## src/rtl/ffdiv_arbiter.sv

```systemverilog
// Round-robin arbiter that time-shares one floating-point divider between NUM_REQ clients.
// Optional statistics outputs (rsp_latency, stat_ops, stat_cycles) are enabled by FFDIV_ARB_STATS_EN.
module ffdiv_arbiter #(
    parameter int  NUM_REQ       = 4,
    parameter int  OPERAND_WIDTH = 32,
    parameter int  FLAG_SIZE     = 5,
    parameter int  TIMEOUT       = 64,
    localparam int ID_W          = $clog2(NUM_REQ)
) (
    input  logic                             clk,
    input  logic                             rst_n,
    input  logic [NUM_REQ-1:0]               req_valid,
    output logic [NUM_REQ-1:0]               req_ready,
    input  logic [NUM_REQ*OPERAND_WIDTH-1:0] req_operand1,
    input  logic [NUM_REQ*OPERAND_WIDTH-1:0] req_operand2,
    output logic                             rsp_valid,
    input  logic                             rsp_ready,
    output logic [ID_W-1:0]                  rsp_id,
    output logic [OPERAND_WIDTH-1:0]         rsp_result,
    output logic [FLAG_SIZE-1:0]             rsp_flag,
    output logic                             rsp_timeout,
    output logic                             busy,
    output logic                             div_en,
    output logic [OPERAND_WIDTH-1:0]         div_operand1,
    output logic [OPERAND_WIDTH-1:0]         div_operand2,
    input  logic                             div_ready,
    input  logic [OPERAND_WIDTH-1:0]         div_result,
    input  logic [FLAG_SIZE-1:0]             div_flag
`ifdef FFDIV_ARB_STATS_EN
    ,
    output logic [7:0]                       rsp_latency,
    output logic [31:0]                      stat_ops,
    output logic [31:0]                      stat_cycles
`endif
);

    localparam logic [1:0] S_IDLE  = 2'd0;
    localparam logic [1:0] S_BUSY  = 2'd1;
    localparam logic [1:0] S_RESP  = 2'd2;
    localparam logic [1:0] S_DRAIN = 2'd3;

    logic [1:0]               r_state;
    logic                     r_armed;
    logic [ID_W-1:0]          r_last;
    logic [ID_W-1:0]          r_id;
    logic [7:0]               r_cnt;
    logic [OPERAND_WIDTH-1:0] r_op1;
    logic [OPERAND_WIDTH-1:0] r_op2;
    logic [OPERAND_WIDTH-1:0] r_result;
    logic [FLAG_SIZE-1:0]     r_flag;
    logic                     r_timeout;

    logic                     w_any_req;
    logic                     w_hi_found;
    logic [ID_W-1:0]          w_hi_idx;
    logic [ID_W-1:0]          w_lo_idx;
    logic [ID_W-1:0]          w_gnt_idx;
    logic [NUM_REQ-1:0]       w_gnt_onehot;
    logic [OPERAND_WIDTH-1:0] w_sel_op1;
    logic [OPERAND_WIDTH-1:0] w_sel_op2;
    logic                     w_grant;
    logic                     w_timeout_hit;

    // Round-robin search: lowest valid index above r_last wins, else lowest valid index overall.
    always_comb begin
        w_hi_found = 1'b0;
        w_hi_idx   = '0;
        w_lo_idx   = '0;
        for (int i = NUM_REQ - 1; i >= 0; i--) begin
            if (req_valid[i]) begin
                if (ID_W'(i) > r_last) begin
                    w_hi_found = 1'b1;
                    w_hi_idx   = ID_W'(i);
                end else begin
                    w_lo_idx = ID_W'(i);
                end
            end
        end
        w_gnt_idx = w_hi_found ? w_hi_idx : w_lo_idx;
    end

    always_comb begin
        w_gnt_onehot = '0;
        w_sel_op1    = '0;
        w_sel_op2    = '0;
        for (int i = 0; i < NUM_REQ; i++) begin
            if (ID_W'(i) == w_gnt_idx) begin
                w_gnt_onehot[i] = 1'b1;
                w_sel_op1       = req_operand1[i*OPERAND_WIDTH +: OPERAND_WIDTH];
                w_sel_op2       = req_operand2[i*OPERAND_WIDTH +: OPERAND_WIDTH];
            end
        end
    end

    assign w_any_req     = |req_valid;
    // r_armed keeps grants off while reset is asserted and for the first cycle after release.
    assign w_grant       = r_armed && (r_state == S_IDLE) && w_any_req;
    assign w_timeout_hit = (r_cnt == 8'(TIMEOUT - 1));

    always_ff @(posedge clk or negedge rst_n) begin
        if (!rst_n) begin
            r_state   <= S_IDLE;
            r_armed   <= 1'b0;
            r_last    <= ID_W'(NUM_REQ - 1);
            r_id      <= '0;
            r_cnt     <= '0;
            r_op1     <= '0;
            r_op2     <= '0;
            r_result  <= '0;
            r_flag    <= '0;
            r_timeout <= 1'b0;
        end else begin
            r_armed <= 1'b1;
            case (r_state)
                S_IDLE: begin
                    if (w_grant) begin
                        r_op1   <= w_sel_op1;
                        r_op2   <= w_sel_op2;
                        r_id    <= w_gnt_idx;
                        r_last  <= w_gnt_idx;
                        r_cnt   <= '0;
                        r_state <= S_BUSY;
                    end
                end
                S_BUSY: begin
                    if (div_ready) begin
                        r_result  <= div_result;
                        r_flag    <= div_flag;
                        r_timeout <= 1'b0;
                        r_state   <= S_RESP;
                    end else if (w_timeout_hit) begin
                        r_result  <= '0;
                        r_flag    <= '0;
                        r_timeout <= 1'b1;
                        r_state   <= S_RESP;
                    end else begin
                        r_cnt <= r_cnt + 8'd1;
                    end
                end
                S_RESP: begin
                    if (rsp_ready) begin
                        r_state <= S_DRAIN;
                    end
                end
                S_DRAIN: begin
                    // A completion still held high by the divider (e.g. after a timeout) is discarded here.
                    if (!div_ready) begin
                        r_state <= S_IDLE;
                    end
                end
                default: r_state <= S_IDLE;
            endcase
        end
    end

    assign req_ready    = w_grant ? w_gnt_onehot : '0;
    assign busy         = (r_state != S_IDLE);
    assign div_en       = (r_state == S_BUSY);
    assign div_operand1 = r_op1;
    assign div_operand2 = r_op2;
    assign rsp_valid    = (r_state == S_RESP);
    assign rsp_id       = r_id;
    assign rsp_result   = r_result;
    assign rsp_flag     = r_flag;
    assign rsp_timeout  = r_timeout;

`ifdef FFDIV_ARB_STATS_EN
    logic [7:0]  r_lat;
    logic [31:0] r_ops;
    logic [31:0] r_cycles;
    logic [32:0] w_cyc_sum;
    logic        w_rsp_fire;

    assign w_rsp_fire = (r_state == S_RESP) && rsp_ready;
    assign w_cyc_sum  = {1'b0, r_cycles} + {25'd0, r_lat};

    always_ff @(posedge clk or negedge rst_n) begin
        if (!rst_n) begin
            r_lat    <= '0;
            r_ops    <= '0;
            r_cycles <= '0;
        end else begin
            // Latency counts the completing BUSY cycle, so a timeout reports exactly TIMEOUT.
            if ((r_state == S_BUSY) && (div_ready || w_timeout_hit)) begin
                r_lat <= r_cnt + 8'd1;
            end
            if (w_rsp_fire) begin
                if (r_ops != '1) begin
                    r_ops <= r_ops + 32'd1;
                end
                r_cycles <= w_cyc_sum[32] ? '1 : w_cyc_sum[31:0];
            end
        end
    end

    assign rsp_latency = r_lat;
    assign stat_ops    = r_ops;
    assign stat_cycles = r_cycles;
`endif

endmodule
```

## config.mk

```make
export PLATFORM = sky130hd
export DESIGN_NAME = ffdiv_arbiter
export DESIGN_NICKNAME = d
export VERILOG_FILES = /design/src/rtl/ffdiv_arbiter.sv
export SDC_FILE = /design/constraint.sdc
export NUM_CORES = 1
export LEC_CHECK = 0
export BUFFER_PORTS_ARGS = -buffer_cell sky130_fd_sc_hd__clkbuf_2
export CAP_MARGIN = 20
export CORE_AREA = 2 2 161 163
export CTS_BUF_LIST = sky130_fd_sc_hd__clkbuf_4
export DETAILED_ROUTE_END_ITERATION = 16
export DIE_AREA = 0 0 163 165
export PLACE_DENSITY_LB_ADDON = 0.3
export SETUP_SLACK_MARGIN = 0.2
export SLEW_MARGIN = 20
export SYNTH_ARGS = -nofsm -noshare
export SYNTH_HDL_FRONTEND = slang
export SYNTH_SLANG_ARGS = --single-unit
export TNS_END_PERCENT = 30
```

## constraint.sdc

```tcl
create_clock -name clk -period 2.4 [get_ports clk]
set_input_delay 0.12 -clock clk [delete_from_list [all_inputs] [get_ports clk]]
set_output_delay 0.12 -clock clk [all_outputs]
set_load 0.005 [all_outputs]
```

==> impl_metrics.csv, run 1 <==
group,metric,value,unit
cts,cts_root_buf,"clkbuf_4",
synth,syn-cell-area,6210,sq um
outcome,lastStage,"clock tree synthesis",
cts,htreeDepth,4,
cts,clockBufferDepth,2,
cts,ctsHoldBuffers,288,
placement,dpl.hpwl,19300,um
floorplanning,io_pins,412,
outcome,outcome,"aborted with a tool error",
floorplanning,rows,58,
floorplanning,die_w,163,um
cts,cts.sinks,117,
synth,ys_warn_count,0,
cts,post_cts_buffers,6,
placement,port_buffers,411,
synth,syn_inst,691,
synth,synth_nets,998,
outcome,error,"[ERROR RSZ-0060] Max buffer count reached.",
cts,ctsResizeCount,19,
synth,ys_ff_latch,117,
synth,syn_avg_cell_area,8.98,sq um
placement,gp_congestion,0.872,
cts,cts_made_buffers,17,
floorplanning,die_h,165,um
synth,synth.distinct_cells,44,
synth,ys_seq_area_share,47.2,%
placement,place_area,8730,sq um
floorplanning,initial_core_util,24.8,%
==> cell families after synthesis <==
| family | synth area share [%] |
|---|---|
| other | 0.0604 |
| flip-flops | 47.2 |
| buffers and inverters | 4.68 |
| adder cells (fa/ha/maj) | 1.21 |
| multiplexers | 0.504 |
| AO/OA/AOI/OAI | 29.6 |
| AND/OR/NAND/NOR | 16.7 |
==> synth_stat cells (all sizes together) <==
library cell | n | share of area, %
o21a | 1 | 0.12
and3 | 1 | 0.10
a222oi | 1 | 0.16
o22ai | 1 | 0.10
or2 | 2 | 0.20
clkbuf | 27 | 1.6
buf | 32 | 2.4
mux2i | 2 | 0.32
o22a | 29 | 4.1
o21ai | 45 | 3.6
or4 | 1 | 0.12
a211oi | 10 | 1.2
mux2 | 1 | 0.18
ha | 6 | 1.2
a22o | 37 | 5.2
inv | 10 | 0.60
a211o | 1 | 0.14
o41ai | 2 | 0.28
dfstp | 2 | 0.85
nor2 | 15 | 0.91
o311a | 2 | 0.32
nor2b | 3 | 0.30
o221ai | 10 | 1.4
nand2b | 1 | 0.10
and2 | 11 | 1.1
nor4 | 1 | 0.10
a221o | 55 | 8.9
a21oi | 32 | 2.6
o211ai | 2 | 0.24
conb | 1 | 0.060
nand3 | 2 | 0.16
dfrtp | 115 | 46
o211a | 1 | 0.16
or3b | 1 | 0.14
o311ai | 2 | 0.56
a21o | 3 | 0.36
nand2 | 220 | 13
a2bb2oi | 1 | 0.14
nor3 | 2 | 0.16
==> per-stage QoR <==
step	instances	setup WS, ns	util (%)
2_1_floorplan	691	0.404	-
3_3_place_gp	1396	0.227	34.9
3_5_place_dp	1396	0.171	34.9
==> inputs of run 2 (changes only) <==
--- a/config.mk
+++ b/config.mk
@@ -7,12 +7,9 @@
 export LEC_CHECK = 0
 export BUFFER_PORTS_ARGS = -buffer_cell sky130_fd_sc_hd__clkbuf_2
 export CAP_MARGIN = 20
-export CORE_AREA = 2 2 161 163
-export CTS_BUF_LIST = sky130_fd_sc_hd__clkbuf_4
+export CORE_UTILIZATION = 25
 export DETAILED_ROUTE_END_ITERATION = 16
-export DIE_AREA = 0 0 163 165
-export PLACE_DENSITY_LB_ADDON = 0.3
-export SETUP_SLACK_MARGIN = 0.2
+export PLACE_DENSITY_LB_ADDON = 0.15
 export SLEW_MARGIN = 20
 export SYNTH_ARGS = -nofsm -noshare
 export SYNTH_HDL_FRONTEND = slang
==> run 2 against run 1 <==
Effect of this change: the flow now finishes without violations; area after synthesis did not move; synthesized cell count is the same.
==> impl_metrics.csv, run 2 <==
group,metric,value,unit
finish,ff_latch_area,2930,sq um
min_path,min_to,"div_operand2[22]",
worst_setup_path,critPathBufInv,2,
sta,layout_min_cycle_time,2.24,ns
outcome,outcome,"completed",
finish,final_common_cell,"clkbuf_2",
finish,n_fill_cell,2432,
min_path,whs_path_depth,4,
global_route,grt_remaining_overflow,0,
sta,fin_tns_setup,0,ns
drt,vias,7190,
sta,maxSlewHeadroom,45.5,%
finish,area_growth_syn_to_layout,63.6,%
synth,syn_avg_cell_area,8.98,sq um
power,peakVddDrop,0.413,mV
worst_setup_path,path_cells,"nor2b_1 -> a21oi_1 -> o221ai_4 -> nor2b_4 -> buf_12 -> clkbuf_2",
worst_setup_path,r2r_cells,5,
placement,dpl.hpwl,19400,um
worst_setup_path,crit_arrival,2.12,ns
placement,pre_cts_ws,0.173,ns
worst_setup_path,worstSetupStartpointType,"flip-flop",
synth,synth_most_common_cell,"nand2_1",
synth,synth_edf_count,0,
finish,drive_gt1_share,40.9,%
placement,port_buffers,411,
placement,place_inst,1388,
floorplanning,rows,57,
synth,syn_inst,691,
drt,drtAntennaViolNets,0,
drt,drt_pass1_iterations,4,
floorplanning,io_pins,412,
cts,clockBufferDepth,2,
drt,wl_per_cell,18.1,um
floorplanning,initial_core_util,25.5,%
placement,gp_congestion,0.799,
cts,cts_tree,"yes",
synth,ys_ff_latch,117,
floorplanning,die_w,160,um
sta,final_hold_viol_count,0,
worst_setup_path,r2r_end,"div_operand2[31]",
worst_setup_path,required,2.28,ns
worst_setup_path,worstSetupStartpoint,"r_last[0]",
drt,drc,0,
sta,min_period_over_period,93.5,%
cts,clk_pin_slew_worst_paths,0.06,ns
synth,async_reset_ff_share,100,%
global_route,grt_antenna_before_repair,2,
sta,setup-violations-final,0,
sta,holdWs,0.0202,ns
cts,htreeDepth,4,
floorplanning,dieArea,25500,sq um
drt,via_per_inst,4.80,
synth,synth_commonest_cells,"nand2_1, dfrtp_1, a221o_1",
sta,slew_viol_final,0,
sta,skew,0.0110,ns
cts,cts_made_buffers,17,
sta,worst_pin_slew,0.816,ns
finish,layout_common_cells,"clkbuf_2, nand2_1, dfrtp_1",
worst_setup_path,crit_type,"reg2out",
drt,drt_iter0_drc,346,
worst_setup_path,slowest_delay,0.39,ns
worst_setup_path,critPathCaptureType,"output pin",
global_route,groute.usage.overall,21.4,%
synth,netlist_top_cells_area,"dfrtp_1, nand2_1, a221o_1",
power,p_total,0.0113,W
power,p_per_area,1110,nW/um^2
global_route,grt_max_degree,49,
cts,post_cts_buffers,0,
floorplanning,core,24300,sq um
drt,routed_wl,27100,um
synth,ys_warn_count,0,
job,cap_violations,0,
floorplanning,die_h,160,um
sta,fmax,446,MHz
min_path,worstHoldPathType,"in2reg",
synth,ys_seq_area_share,47.2,%
synth,ys.flop_type,"dfrtp_1",
synth,synth.top_cell.area_share,46.4,%
global_route,grt_pass1_wl,41600,um
cts,cts_root_buf,"clkbuf_16",
power,power.leakage,5.22,nW
synth,synth_area_leader_cell,"dfrtp_1",
cts,insertion_delay,0.42,ns
worst_setup_path,slowest_stage,"dfstp_2",
finish,finalNonFillerCells,1499,
worst_setup_path,crit_fanout,23,
sta,worst_slack,0.156,ns
worst_setup_path,cp_top_family,"simple AND/OR/NAND/NOR gates",
finish,multi_input_area,3070,sq um
worst_setup_path,r2r_start,"r_last[0]",
synth,synth_nets,998,
synth,synth.distinct_cells,44,
global_route,first_global_vias,7409,
worst_setup_path,r2r_setup_slack,0.28,ns
sta,rsz0062_at_grt,"no",
synth,syn-cell-area,6210,sq um
min_path,min_from,"req_operand2[86]",
finish,fin_nets,1467,
cts,cts.sinks,117,
[run 2: routing by layer]
metal	up-vias	wire length [um]	global-route usage, %
li1	3460	-	-
met1	3412	11000	24.8
met2	287	13900	38.1
met3	31	1680	5.08
met4	0	579	7.52
met5	-	0	0
[run 2: cells by family after synthesis]
kind of cell,share of synthesized area [%]
multiplexers,0.504
flip-flops,47.2
AND/OR/NAND/NOR,16.7
other,0.0604
buffers and inverters,4.68
AO/OA/AOI/OAI,29.6
adder cells (fa/ha/maj),1.21
[run 2: what timing repair did]
item	CTS	global route
gates resized for setup	1	6
hold buffers	77	0
endpoints found under the setup margin	1	3
endpoints found under the hold margin	108	0
[run 2: how the worst max path moves through the flow]
stage,slack (ns),to,depth (start not counted)
floorplan,0.40,div_operand1[24],8
global placement,0.26,div_operand1[26],5
detailed placement,0.17,div_operand1[26],5
CTS,0.0006,req_ready[0],6
global route,0.01,req_ready[0],6
finish,0.16,req_ready[3],6
[run 2: power by group]
part / total, W / internal (W) / switching [W]
Sequential: 0.00342 / 0.00288 / 0.000542
Clock: 0.00273 / 0.00171 / 0.00102
Combinational: 0.00514 / 0.00237 / 0.00277
Total: 0.0113 / 0.00696 / 0.00433
[run 2: worst register-to-register path, stage by stage (launching register included)]
cell and delay (ns):
dfstp_2 0.57, nor2b_1 0.11, a21oi_1 0.22, o221ai_4 0.19, nor2_4 0.68, a221o_1 0.28
[run 2: through the flow]
stage	area, sq um	util, %
finish	10200	41.8
global route	10200	41.8
CTS	10100	41.6
detailed placement	8730	35.9
global placement	8730	35.9
floorplan	6210	-
[run 2: cell type report]
type,instances,area share [%]
Clock inverter,13,1.66
Tap cell,324,3.99
Inverter,10,0.370
Clock buffer,19,4.46
Timing Repair Buffer,509,30.4
Antenna cell,2,0.0493
Sequential cell,117,28.9
Multi-Input combinational cell,505,30.3
(Power assumes the default switching activity.)
==> inputs of run 3 (changes only) <==
==> constraint.sdc (replaced) <==
create_clock -name clk -period 2.9 [get_ports clk]
set_input_delay 0.145 -clock clk [delete_from_list [all_inputs] [get_ports clk]]
set_output_delay 0.145 -clock clk [all_outputs]
set_load 0.005 [all_outputs]
==> run 3 against run 2 <==
Effect of this change: non-clock buffer count fell by 11; combinational power decreased by 19%; flip-flop and latch count did not move; clock skew about the same; routed wire length fell by 1.2%; global-route usage down 0.36 points; largest cell class is now multi-input gates; largest power group unchanged; highest routed layer unchanged.
==> impl_metrics.csv, run 3 (synthesis results as in run 2) <==
group,metric,value,unit
outcome,outcome,"completed",
cts,ctsResizeCount,0,
min_path,worstHoldPathType,"in2reg",
sta,rsz0062_at_grt,"no",
min_path,whs_path_depth,2,
cts,cts.sinks,117,
worst_setup_path,crit_fanout,30,
sta,skew,0.0114,ns
worst_setup_path,critPathCaptureType,"output pin",
sta,layout_min_cycle_time,2.62,ns
sta,worst_pin_slew,0.824,ns
drt,drt_pass1_iterations,4,
floorplanning,core,24300,sq um
sta,fmax,382,MHz
floorplanning,die_w,160,um
drt,drt_iter0_drc,307,
worst_setup_path,crit_type,"reg2out",
min_path,min_from,"div_result[8]",
worst_setup_path,path_cells,"or3b_1 -> o211a_4 -> nand2_1 -> nor2b_4 -> buf_4 -> clkbuf_2",
job,cap_violations,0,
finish,layout_common_cells,"clkbuf_2, nand2_1, dfrtp_1",
worst_setup_path,r2r_setup_slack,0.61,ns
cts,insertion_delay,0.42,ns
worst_setup_path,r2r_end,"r_state[1]",
cts,cts_tree,"yes",
global_route,grt_pass1_wl,41000,um
drt,via_per_inst,4.74,
placement,port_buffers,411,
worst_setup_path,worstSetupStartpointType,"flip-flop",
power,p_per_area,916,nW/um^2
sta,maxSlewHeadroom,44.9,%
finish,fin_nets,1456,
power,power.leakage,5.14,nW
global_route,groute.usage.overall,21.0,%
global_route,grt_max_degree,68,
drt,drc,0,
worst_setup_path,r2r_start,"r_state[1]",
drt,wl_per_cell,18.0,um
worst_setup_path,slowest_stage,"dfstp_2",
worst_setup_path,crit_arrival,2.48,ns
min_path,min_to,"rsp_result[8]",
cts,clockBufferDepth,2,
floorplanning,dieArea,25500,sq um
finish,area_growth_syn_to_layout,60.8,%
placement,dpl.hpwl,19200,um
sta,slew_viol_final,0,
global_route,grt_remaining_overflow,0,
sta,final_hold_viol_count,0,
cts,cts_made_buffers,17,
drt,routed_wl,26700,um
sta,setup-violations-final,0,
global_route,first_global_vias,7285,
finish,drive_gt1_share,40.8,%
drt,vias,7065,
cts,htreeDepth,4,
power,peakVddDrop,0.315,mV
sta,fin_tns_setup,0,ns
global_route,grt_antenna_before_repair,3,
sta,min_period_over_period,90.4,%
placement,gp_congestion,0.810,
worst_setup_path,slowest_delay,0.60,ns
floorplanning,rows,57,
finish,final_common_cell,"clkbuf_2",
worst_setup_path,r2r_cells,7,
cts,cts_root_buf,"clkbuf_16",
floorplanning,io_pins,412,
cts,clk_pin_slew_worst_paths,0.06,ns
floorplanning,die_h,160,um
drt,drtAntennaViolNets,0,
sta,holdWs,0.0114,ns
floorplanning,initial_core_util,25.5,%
worst_setup_path,required,2.76,ns
[run 3: cell count changes in the layout (fill, tap and decap cells not counted), sizes merged]
cell / delta
clkbuf: -1
bufinv: -1
inv: +1
diode: +1
buf: -3
clkinv: +1
dlygate4sd3: -8
[run 3: timing repair]
| action | CTS | global route |
|---|---|---|
| hold buffers | 68 | 1 |
| endpoints found under the hold margin | 103 | 1 |
| setup buffers | 0 | 0 |
[run 3: critical path, delay by kind of cell, from the launching register on]
family | cells | cell delay [ns]
flip-flops | 1 | 0.60
AO/OA/AOI/OAI | 1 | 0.34
AND/OR/NAND/NOR | 3 | 0.56
buffers and inverters | 2 | 0.54
[run 3: per-stage QoR]
| stage | utilization, % | instance area (sq um) | instances | worst slack, ns | power [W] |
|---|---|---|---|---|---|
| 3_3_place_gp | 35.7 | 8680 | 1385 | 0.449 | 0.00698 |
| 4_1_cts | 41.0 | 9960 | 1485 | 0.212 | 0.00928 |
| 2_1_floorplan | - | 6210 | 691 | 0.904 | 0.00510 |
| 3_5_place_dp | 35.7 | 8680 | 1385 | 0.602 | 0.00699 |
| 5_1_grt | 41.0 | 9980 | 1489 | 0.128 | 0.00983 |
| 6_report | 41.0 | 9980 | 1489 | 0.279 | 0.00914 |
[run 3: layout make-up]
class,count,area (sq um)
Multi-Input combinational cell,505,3050
Fill cell,2470,14300
Antenna cell,3,7.51
Tap cell,324,405
Inverter,10,37.5
Clock inverter,14,169
Sequential cell,117,2930
Clock buffer,18,429
Timing Repair Buffer,498,2950
[run 3: worst max path at each step]
stage	start	cells past startpoint	end	slack, ns
after floorplan	r_state[0]	8	div_operand1[24]	0.90
after global routing	r_state[0]	7	req_ready[3]	0.13
final	r_last[1]	6	req_ready[3]	0.28
after global placement	r_last[1]	5	div_operand1[29]	0.45
after CTS	r_last[1]	6	req_ready[3]	0.21
after detailed placement	r_state[0]	5	div_operand2[21]	0.60
[run 3: power breakdown]
| part | internal (W) | switching, W | leakage (nW) |
|---|---|---|---|
| Sequential | 0.00238 | 0.000452 | 1.44 |
| Clock | 0.00129 | 0.000860 | 0.290 |
| Combinational | 0.00191 | 0.00225 | 3.41 |
| Total | 0.00558 | 0.00356 | 5.14 |
[run 3: per-layer routing]
metal | track usage [%] | share of wire [%] | vias to the layer above
met5 | 0 | 0 | -
met4 | 8.22 | 2.2 | 0
met3 | 5.34 | 6.1 | 27
met2 | 37.4 | 52 | 274
met1 | 24.0 | 40 | 3326
li1 | - | - | 3438
==> inputs of run 4 (changes only) <==
--- a/config.mk
+++ b/config.mk
@@ -9,7 +9,7 @@
 export CAP_MARGIN = 20
 export CORE_UTILIZATION = 25
 export DETAILED_ROUTE_END_ITERATION = 16
-export PLACE_DENSITY_LB_ADDON = 0.15
+export PLACE_DENSITY = 0.5
 export SLEW_MARGIN = 20
 export SYNTH_ARGS = -nofsm -noshare
 export SYNTH_HDL_FRONTEND = slang
==> run 4 against run 3 <==
Effect of this change: first-iteration DRC count grew 14%; clock power shrank 2%; cell count shrank 0.20%; largest cell class unchanged; combinational power shrank 2%; sequential share of layout area grew 0.21 points; critical path type unchanged; register-to-register slack gained 0.22 ns; critical path depth grew 1.
==> impl_metrics.csv, run 4 (synthesis results as in run 2) <==
group,metric,value,unit
cts,cts.sinks,117,
finish,area_growth_syn_to_layout,59.7,%
floorplanning,die_h,160,um
finish,drive_gt1_share,40.7,%
global_route,groute.usage.overall,20.3,%
finish,layout_common_cells,"clkbuf_2, nand2_1, dfrtp_1",
floorplanning,io_pins,412,
worst_setup_path,slowest_stage,"dfrtp_1",
placement,pre_cts_ws,0.823,ns
drt,wl_per_cell,17.4,um
placement,dpl.hpwl,18600,um
sta,holdWs,0.0128,ns
power,p_total,0.00900,W
global_route,grt_pass1_wl,39900,um
sta,worst_pin_slew,0.877,ns
global_route,grt_max_degree,66,
worst_setup_path,critPathCaptureType,"output pin",
cts,ctsResizeCount,0,
drt,drtAntennaViolNets,0,
sta,slew_viol_final,0,
finish,final_common_cell,"clkbuf_2",
power,p_per_area,909,nW/um^2
power,seqPwrFrac,31.3,%
job,cap_violations,0,
sta,min_period_over_period,85.8,%
sta,worst_slack,0.412,ns
placement,gp_congestion,0.850,
drt,via_per_inst,4.73,
cts,cts_tree,"yes",
power,p_int,0.00555,W
worst_setup_path,path_cells,"inv_1 -> ha_1 -> o311a_2 -> nand2_1 -> nor2b_2 -> buf_4 -> clkbuf_2",
sta,final_hold_viol_count,0,
floorplanning,die_w,160,um
cts,htreeDepth,4,
outcome,outcome,"completed",
power,p_switching,0.00345,W
cts,insertion_delay,0.42,ns
cts,cts_root_buf,"clkbuf_16",
worst_setup_path,crit_type,"reg2out",
worst_setup_path,crit_arrival,2.34,ns
worst_setup_path,worstSetupStartpointType,"flip-flop",
floorplanning,core,24300,sq um
worst_setup_path,required,2.76,ns
worst_setup_path,crit_fanout,30,
finish,fin_nets,1454,
min_path,worstHoldPathType,"in2reg",
placement,place_inst,1384,
power,power.leakage,5.12,nW
sta,setup-violations-final,0,
sta,layout_min_cycle_time,2.49,ns
drt,routed_wl,25900,um
power,peakVddDrop,0.327,mV
drt,vias,7026,
sta,fmax,402,MHz
global_route,first_global_vias,7182,
global_route,grt_remaining_overflow,0,
drt,drt_iter0_drc,351,
cts,cts_made_buffers,17,
floorplanning,initial_core_util,25.5,%
power,clkPwrFrac,23.3,%
global_route,grt_antenna_before_repair,2,
drt,drt_pass1_iterations,5,
power,power_frac_comb,45.4,%
cts,clockBufferDepth,2,
sta,maxSlewHeadroom,41.5,%
worst_setup_path,slowest_delay,0.40,ns
cts,clk_pin_slew_worst_paths,0.05,ns
finish,finalNonFillerCells,1486,
sta,rsz0062_at_grt,"no",
sta,fin_tns_setup,0,ns
sta,skew,0.0143,ns
floorplanning,rows,57,
drt,drc,0,
power,p_sw_share,38.4,%
floorplanning,dieArea,25500,sq um
placement,port_buffers,411,
run 4: final cells by class:
type / instances / area, sq um
fillers: 2498 / 14400
multi-input cells: 505 / 3030
flip-flops and latches: 117 / 2930
repair buffers: 496 / 2910
clock buffers: 19 / 443
well taps: 324 / 405
clock inverters: 13 / 148
inverters: 10 / 37.5
diodes: 2 / 5.00
run 4: per-layer routing:
| metal | up-vias | wire (um) | GRT usage, % |
|---|---|---|---|
| met5 | - | 0 | 0 |
| met4 | 0 | 739 | 8.17 |
| met3 | 42 | 1830 | 5.29 |
| met2 | 299 | 12900 | 35.8 |
| met1 | 3255 | 10500 | 23.2 |
| li1 | 3430 | - | - |
run 4: metrics by stage:
step | utilization (%) | area, sq um
2_1_floorplan | - | 6210
3_3_place_gp | 35.5 | 8630
3_5_place_dp | 35.5 | 8630
4_1_cts | 40.7 | 9900
5_1_grt | 40.7 | 9910
6_report | 40.7 | 9910
run 4: worst max-delay path, delay by kind of cell, from the launching register on:
family | cells | cell delay (ns)
AO/OA/AOI/OAI | 1 | 0.26
adder cells (fa/ha/maj) | 1 | 0.34
buffers and inverters | 3 | 0.65
flip-flops | 1 | 0.40
AND/OR/NAND/NOR | 2 | 0.26
run 4: what timing repair did:
item                       in CTS  in global routing
hold endpoints to repair      125                  0
hold buffers                   68                  0
setup endpoints to repair       0                  0
buffers inserted                0                  0
run 4: final timing paths:
| check | startpoint | slack, ns | depth (start not counted) | to |
|---|---|---|---|---|
| setup / recovery | r_state[0] | 0.41 | 7 | req_ready[3] |
| hold / removal | div_result[8] | 0.01 | 2 | rsp_result[8] |
| setup reg to reg | r_state[0] | 0.83 | 6 | div_operand2[8] |
| hold reg to reg | rsp_id[1] | 0.48 | 2 | rsp_id[1] |
| max in group asynchronous | rst_n | 1.71 | 3 | div_operand2[23] |
| min in group asynchronous | rst_n | 0.40 | 2 | div_operand1[8] |
run 4: power by group through the flow:
stage / Combinational (W) / Clock (W) / Sequential, W
after floorplan: 0.00225 / 0 / 0.00285
after global placement: 0.00404 / 0 / 0.00282
after detailed placement: 0.00407 / 0 / 0.00283
after CTS: 0.00415 / 0.00217 / 0.00281
after global routing: 0.00453 / 0.00224 / 0.00291
final: 0.00409 / 0.00210 / 0.00282
